===== src/rtl/opendap_ap_pkg.sv =====
// Shared widths, limits and FSM encoding for the OpenDAP AP multiplexer.
package opendap_ap_pkg;

    localparam int AP_SEL_W  = 8;
    localparam int AP_ADDR_W = 6;
    localparam int AP_DATA_W = 32;
    localparam int N_AP_MAX  = 8;
    localparam int CNT_W     = 16;

    typedef enum logic {
        ST_IDLE = 1'b0,
        ST_BUSY = 1'b1
    } ap_state_e;

endpackage


===== src/rtl/opendap_ap_timeout.sv =====
// BUSY-cycle counter; flags the terminal count that triggers a forced abort.
module opendap_ap_timeout
    import opendap_ap_pkg::*;
#(
    parameter int TIMEOUT_CYCLES = 1024
) (
    input  logic swclk,
    input  logic rst_por,
    input  logic clear,
    input  logic enable,
    output logic tc
);

    logic [CNT_W-1:0] cnt_q, cnt_d;

    always_comb begin
        cnt_d = cnt_q;
        if (clear) begin
            cnt_d = '0;
        end else if (enable) begin
            cnt_d = cnt_q + 1'b1;
        end
    end

    always_ff @(posedge swclk) begin
        if (rst_por) begin
            cnt_q <= '0;
        end else begin
            cnt_q <= cnt_d;
        end
    end

    // A zero limit disables the timeout entirely.
    generate
        if (TIMEOUT_CYCLES == 0) begin : g_no_timeout
            assign tc = 1'b0;
        end else begin : g_timeout
            assign tc = enable & (cnt_q == CNT_W'(TIMEOUT_CYCLES - 1));
        end
    endgenerate

endmodule


===== src/rtl/opendap_ap_mux.sv =====
// Routes one upstream AP access to one of N_AP downstream APs, tracks its
// completion, and forces an abort if the selected AP stalls too long.
module opendap_ap_mux
    import opendap_ap_pkg::*;
#(
    parameter int N_AP           = 4,
    parameter int TIMEOUT_CYCLES = 1024
) (
    input  logic                      swclk,
    input  logic                      rst_por,
    input  logic [AP_SEL_W-1:0]       ap_sel,
    input  logic [AP_ADDR_W-1:0]      ap_addr,
    input  logic [AP_DATA_W-1:0]      ap_wdata,
    input  logic                      ap_wen,
    input  logic                      ap_ren,
    input  logic                      ap_abort,
    output logic [AP_DATA_W-1:0]      ap_rdata,
    output logic                      ap_rdy,
    output logic                      ap_err,
    output logic [AP_ADDR_W-1:0]      apx_addr,
    output logic [AP_DATA_W-1:0]      apx_wdata,
    output logic [N_AP-1:0]           apx_wen,
    output logic [N_AP-1:0]           apx_ren,
    output logic [N_AP-1:0]           apx_abort,
    input  logic [AP_DATA_W*N_AP-1:0] apx_rdata,
    input  logic [N_AP-1:0]           apx_rdy,
    input  logic [N_AP-1:0]           apx_err,
    output logic                      timeout_evt
);

    localparam logic [AP_SEL_W-1:0] N_AP_SEL = AP_SEL_W'(N_AP);

    ap_state_e           state_q, state_d;
    logic [AP_SEL_W-1:0] cur_sel_q, cur_sel_d;
    logic                to_err_q, to_err_d;

    logic                 rdy_sel;
    logic                 err_sel;
    logic [AP_DATA_W-1:0] rdata_sel;
    logic                 accept;
    logic                 cnt_clear;
    logic                 cnt_tc;
    logic                 to_fire;

    assign apx_addr  = ap_addr;
    assign apx_wdata = ap_wdata;

    // Unmapped selections fall through to the defaults: ready, zero data, no error.
    always_comb begin
        rdy_sel   = 1'b1;
        err_sel   = 1'b0;
        rdata_sel = '0;
        for (int i = 0; i < N_AP; i++) begin
            if (cur_sel_q == AP_SEL_W'(i)) begin
                rdy_sel   = apx_rdy[i];
                err_sel   = apx_err[i];
                rdata_sel = apx_rdata[i*AP_DATA_W +: AP_DATA_W];
            end
        end
    end

    assign ap_rdata = rdata_sel;
    assign ap_err   = to_err_q | err_sel;

    always_comb begin
        state_d     = state_q;
        cur_sel_d   = cur_sel_q;
        to_err_d    = to_err_q;
        cnt_clear   = 1'b0;
        to_fire     = 1'b0;
        accept      = 1'b0;
        apx_wen     = '0;
        apx_ren     = '0;
        apx_abort   = '0;
        ap_rdy      = (state_q == ST_IDLE) ? rdy_sel : 1'b0;

        // Reset silences every downstream strobe, including a pending abort.
        if (rst_por) begin
            ap_rdy = apx_rdy[0];
        end else begin
            accept = (ap_wen | ap_ren) & ap_rdy & ~ap_abort;
            if (ap_abort) begin
                apx_abort = '1;
            end
            unique case (state_q)
                ST_IDLE: begin
                    if (accept) begin
                        cur_sel_d = ap_sel;
                        to_err_d  = 1'b0;
                        for (int i = 0; i < N_AP; i++) begin
                            if (ap_sel == AP_SEL_W'(i)) begin
                                apx_wen[i] = ap_wen;
                                apx_ren[i] = ap_ren;
                            end
                        end
                        if (ap_sel < N_AP_SEL) begin
                            state_d   = ST_BUSY;
                            cnt_clear = 1'b1;
                        end
                    end
                end
                ST_BUSY: begin
                    // Completion beats a same-cycle terminal count.
                    if (ap_abort) begin
                        state_d   = ST_IDLE;
                        cnt_clear = 1'b1;
                    end else if (rdy_sel) begin
                        state_d = ST_IDLE;
                    end else if (cnt_tc) begin
                        to_fire  = 1'b1;
                        state_d  = ST_IDLE;
                        to_err_d = 1'b1;
                        for (int i = 0; i < N_AP; i++) begin
                            if (cur_sel_q == AP_SEL_W'(i)) begin
                                apx_abort[i] = 1'b1;
                            end
                        end
                    end
                end
                default: state_d = ST_IDLE;
            endcase
        end
    end

    assign timeout_evt = to_fire;

    always_ff @(posedge swclk) begin
        if (rst_por) begin
            state_q   <= ST_IDLE;
            cur_sel_q <= '0;
            to_err_q  <= 1'b0;
        end else begin
            state_q   <= state_d;
            cur_sel_q <= cur_sel_d;
            to_err_q  <= to_err_d;
        end
    end

    opendap_ap_timeout #(
        .TIMEOUT_CYCLES(TIMEOUT_CYCLES)
    ) u_timeout (
        .swclk  (swclk),
        .rst_por(rst_por),
        .clear  (cnt_clear),
        .enable (state_q == ST_BUSY),
        .tc     (cnt_tc)
    );

endmodule


===== config.mk =====
export PLATFORM = sky130hd
export DESIGN_NAME = opendap_ap_mux
export DESIGN_NICKNAME = d
export VERILOG_FILES = /design/src/rtl/opendap_ap_pkg.sv /design/src/rtl/opendap_ap_timeout.sv /design/src/rtl/opendap_ap_mux.sv
export SDC_FILE = /design/constraint.sdc
export NUM_CORES = 1
export LEC_CHECK = 0
export BUFFER_PORTS_ARGS = -buffer_cell sky130_fd_sc_hd__buf_4
export CORE_AREA = 2 2 105 107
export CTS_BUF_LIST = sky130_fd_sc_hd__clkbuf_8
export DETAILED_ROUTE_END_ITERATION = 8
export DIE_AREA = 0 0 107 109
export PLACE_DENSITY = 0.6
export SYNTH_ARGS = -nofsm -noshare
export SYNTH_HDL_FRONTEND = slang
export SYNTH_SLANG_ARGS = --single-unit

===== constraint.sdc =====
create_clock -name swclk -period 1.9 [get_ports swclk]
set_clock_uncertainty 0.2 [all_clocks]
set_input_delay 0.095 -clock swclk [delete_from_list [all_inputs] [get_ports swclk]]
set_output_delay 0.095 -clock swclk [all_outputs]
set_load 0.005 [all_outputs]

# After elaboration in Yosys (flattened, before gate mapping)
# Index checks and enable logic that the tools add are counted.
# classes
addsub,1
order_cmp,1
n_eq_ne,11
mux,57
bitwise,7
reduce_logical,5
# ops
cell,n
32-bit two-way mux,4
4-bit two-way mux,12
1-bit two-way mux,38
8-bit by 2-bit == test with 1-bit output (second input constant),4
16-bit by 1-bit adder with 16-bit output (second input constant),1
16-bit by 10-bit == test with 1-bit output (second input constant),1
8-bit by 1-bit == test with 1-bit output (second input constant),2
8-bit logical NOT,2
8-bit by 3-bit less-than comparator with 1-bit output (second input constant),1
1-bit one-hot mux with 2 select lines,3
2-bit by 1-bit inequality test with 1-bit output (second input constant),2
2-bit inequality test (second input constant),2
4-bit AND reduction,1
1-bit AND,3
1-bit inverter,2
1-bit bitwise OR,2
2-bit AND reduction,1
2-bit OR reduction,1
# totals
register_bits,26
input_bits,187
out_inout_bits,85
elab_cells,86

# Depth between registers and ports, before layout
# depth
ltp_word,12
ltp_mapped,6
depth_no_buf,5

# Modules after synthesis
# A second synthesis with hierarchy kept.
# unflattened
cells_unflattened,291
hier_area_um2,2755.1
# by_module_without_submodules
mod,n_inst,cells_per_inst,area_each_um2,seq_area_each_um2
opendap_ap_mux,1,200,1940.6,200.2
opendap_ap_timeout,1,91,814.5,320.3

# Worst setup path after synthesis
# OpenSTA, ideal clock, no wires.
# synth_timing
path_kind,register -> register
startpoint,register cur_sel_q[0]
endpoint,register cur_sel_q[1]
setup_time_ns,0.121
t_arrival_ns,1.712
required_ns,1.579
slack_ns,-0.133
stages_incl_launch_ff,7
n_path_buf,2
period_less_slack_ns,2.033
path_cell_list,dfxtp_1 -> buf_6 -> mux4_2 -> nor4_4 -> nor4_1 -> buf_4 -> mux2_4
# synth_via
elab_chain_cells,9
elab_cells_between_ends,12
classes_between,eq/ne: 3; mux: 5; bitwise: 2; reduce/logical: 2
# synth_lines
item,line_no,source
"start, declared",opendap_ap_mux.sv:34,"logic [AP_SEL_W-1:0] cur_sel_q, cur_sel_d;"
"start signal, assigned",opendap_ap_mux.sv:134,cur_sel_q <= cur_sel_d;
8-bit logical NOT,opendap_ap_mux.sv:54,if (cur_sel_q == AP_SEL_W'(i)) begin
1-bit two-way mux (3 in a row),opendap_ap_mux.sv:54,
1-bit two-way mux *,opendap_ap_mux.sv:54,
1-bit two-way mux *,opendap_ap_mux.sv:75,ap_rdy = (state_q == ST_IDLE) ? rdy_sel : 1'b0;
1-bit AND * (2 in a row),opendap_ap_mux.sv:81,accept = (ap_wen | ap_ren) & ap_rdy & ~ap_abort;
2-bit AND reduction (no source line) *,n/a,
# Every way passes the cells marked *; elsewhere a longest branch is shown, timed or not.
# A chain may end at the register's enable or synchronous reset.

# Worst setup path in the final report
# layout_timing
startpoint,register cur_sel_q[4]
endpoint,output ap_rdata[10]
# layout_via
elab_chain_cells,5
elab_cells_between_ends,8
classes_between,eq/ne: 3; mux: 4; reduce/logical: 1
# layout_lines
item,line_no,source
8-bit logical NOT,opendap_ap_mux.sv:54,
32-bit two-way mux (3 in a row),opendap_ap_mux.sv:54,
32-bit two-way mux *,opendap_ap_mux.sv:54,
"end, declared",opendap_ap_mux.sv:17,"output logic [AP_DATA_W-1:0] ap_rdata,"
# Marks and branches as above.

==> out/qor.csv <==
metric;value;unit
remaining antenna violation count after routing;0;
CTS Buf Count;3;
Yosys cell types;43;
clk sink count;26;
Tot GR Track Use;18.8;%
Max Cap Viol;0;
Pins Over Slew Limit;0;
Tmin final;2440;ps
Worst-Margin Slew;483;ps
Pre-antenna DRT Iters;4;
num rows;38;
R2R cell count;8;
leading area contributor after synthesis;mux4_2;
yosys warns;0;
Startpoint Class;flop;
layout cell share with drive strength beyond 1;66.7;%
synthesis-stage register bit count;26;
IO Pins;272;
vias per inst;4.73;
pin count of the biggest net entering global routing;37;
Hold Crit Class;in -> reg;
Initial Utilization;25.9;%
Lkg Pwr;2.32;nW
critical path capture point type;output port;
vias in the first global route;3014;
post-synthesis sequential area ratio;18.9;%
Area Growth Syn to Fin;100;%
PortBufs;195;
CTS tree;done;
maximum clock rate;410;MHz
WL per Instance;18.9;um
status;finished with violations;
Iter 0 DRT Violations;151;
Synth area leaders;mux4_2 (26%), dfxtp_1 (19%), buf_4 (11%), nor2b_1 (7.7%), nor2_1 (3.6%);
Final setup viols;73;
Chip Width;107;um
Gate Count Post-Synth;280;
Power Density;495;nW/um^2
Clock Tree Root;clkbuf_8;
failing checks;negative setup slack;
total via count after detailed routing;3076;
die area;11700;um^2
setup TNS;-28470;ps
clk slew on worst S/H paths;90;ps
RSZ-0062 raised after global routing;true;
grt ovf;0;
first-pass GRT wire length;16900;um
commonest non-fill, non-tap cell in the layout;buf_4;
WP data arrival;2140;ps
Avg Cell Area, Syn;9.81;um^2
post-synth design cell area;2750;um^2
WS Path Type;reg -> out;
fin nets;699;
Post-Route WL;12300;um
H-tree Lvls;1;
Mapped Nets;468;
worst setup margin;-539;ps
Post-DP HPWL;9310;um
post-synth top area share;26.2;%
Core ar.;10600;um^2
part of the cycle the worst path needs;128;%
most frequent cells in the layout;buf_4 (198), dlygate4sd3_1 (46), mux4_2 (32);
Fin. Hold Viols;0;
hold depth;3;
CP Max Fanout;8;
die height;109;um
FILL cells;946;
clk buf depth;2;
gp weighted congestion;0.781;
VDD IR max;417;uV
Worst-Skew Late Latency;270;ps
slew margin rel.;67.8;%
DRC;0;
overall power;2.73;mW
antenna violations before repair;0;
Critical Path RT;1600;ps
Hold WS;60.1;ps
final cells by class:
type                            count  area (um^2)  area share (%)
Timing Repair Buffer              281         2470            44.8
Clock buffer                        3         41.3           0.750
Sequential cell                    26          526            9.54
Multi-Input combinational cell    194         2250            40.8
Antenna cell                        1         2.50          0.0454
Clock inverter                      1         30.0           0.545
Tap cell                          140          175            3.18
Inverter                            5         18.8           0.341
cell usage after synthesis, drive strengths merged:
cell type,instances
or4b,1
buf,47
nor4,11
clkbuf,8
nor3,3
or3b,1
ha,1
nor2,26
a2111oi,1
or3,3
o21ba,1
and3,1
inv,5
or4,4
nand4,7
mux4,34
nand4b,1
xor2,5
dfxtp,26
a21o,1
o31ai,3
o21ai,5
and2,1
a21oi,3
xnor2,8
mux2i,8
and4,1
nand3,2
nand2b,15
nand2,11
mux2,1
a41oi,1
nor2b,34
registers in the layout, indices dropped and copies added (netlist names):
signal           flops
cur_sel_q            8
state_q              1
u_timeout.cnt_q     16
to_err_q             1
worst paths after layout:
check	start	to	slack [ps]
setup / recovery	cur_sel_q[4]$_SDFFE_PP0P_	ap_rdata[10]	-540
hold / removal	ap_abort	state_q$_SDFF_PP0_	60
setup reg to reg	cur_sel_q[4]$_SDFFE_PP0P_	u_timeout.cnt_q[1]$_SDFFE_PP0P_	-340
hold reg to reg	cur_sel_q[4]$_SDFFE_PP0P_	cur_sel_q[4]$_SDFFE_PP0P_	290
layer usage:
layer | GRT usage (%) | vias up | part of all wire [%] | wire, um
met5 | 0 | - | 0 | 0
met4 | 2.50 | 0 | 0.95 | 116
met1 | 24.8 | 1478 | 40 | 4930
met2 | 32.6 | 145 | 52 | 6430
met3 | 3.83 | 8 | 6.5 | 803
li1 | - | 1445 | - | -
what timing repair did:
action | in CTS | in global routing
setup buffers | 5 | 4
gates resized for setup | 63 | 64
hold buffers | 46 | 0
pin swaps | 24 | 11
hold endpoints to repair | 46 | 0
setup endpoints to repair | 73 | 73
cloned | 4 | 1
power breakdown:
| group | switching (mW) | internal (mW) |
|---|---|---|
| sequential | 0.0129 | 0.561 |
| combinational | 0.636 | 1.06 |
| clock | 0.178 | 0.282 |
critical path, stage by stage (launching register included):
cell       delay, ps
dfxtp_2          330
or4_4            560
or3_4            420
buf_12           160
clkbuf_16        160
nor2b_1          120
buf_4            120
through the flow:
step	instance area (um^2)	worst slack, ps	std cells	util (%)
finish	5510	-539	651	51.9
global route	5510	-599	650	51.9
CTS	5230	-544	649	49.3
detailed placement	4310	-259	590	40.6
global placement	4310	-243	590	40.6
floorplan	2770	-123	280	-
cells by family (layout without fill, tap and decap cells):
logic type / count (synthesis) / count (layout) / synth area share, %
AOI/OAI and AO/OA: 15 / 15 / 4.23
xor gates and xnor gates: 13 / 13 / 4.14
adders and majority gates: 1 / 1 / 0.455
buffers and inverters: 60 / 290 / 14.0
DFF: 26 / 26 / 18.9
muxes: 43 / 43 / 31.6
other: 0 / 1 / 0
and+or+nand+nor: 122 / 122 / 26.6
(Power assumes the default switching activity.)
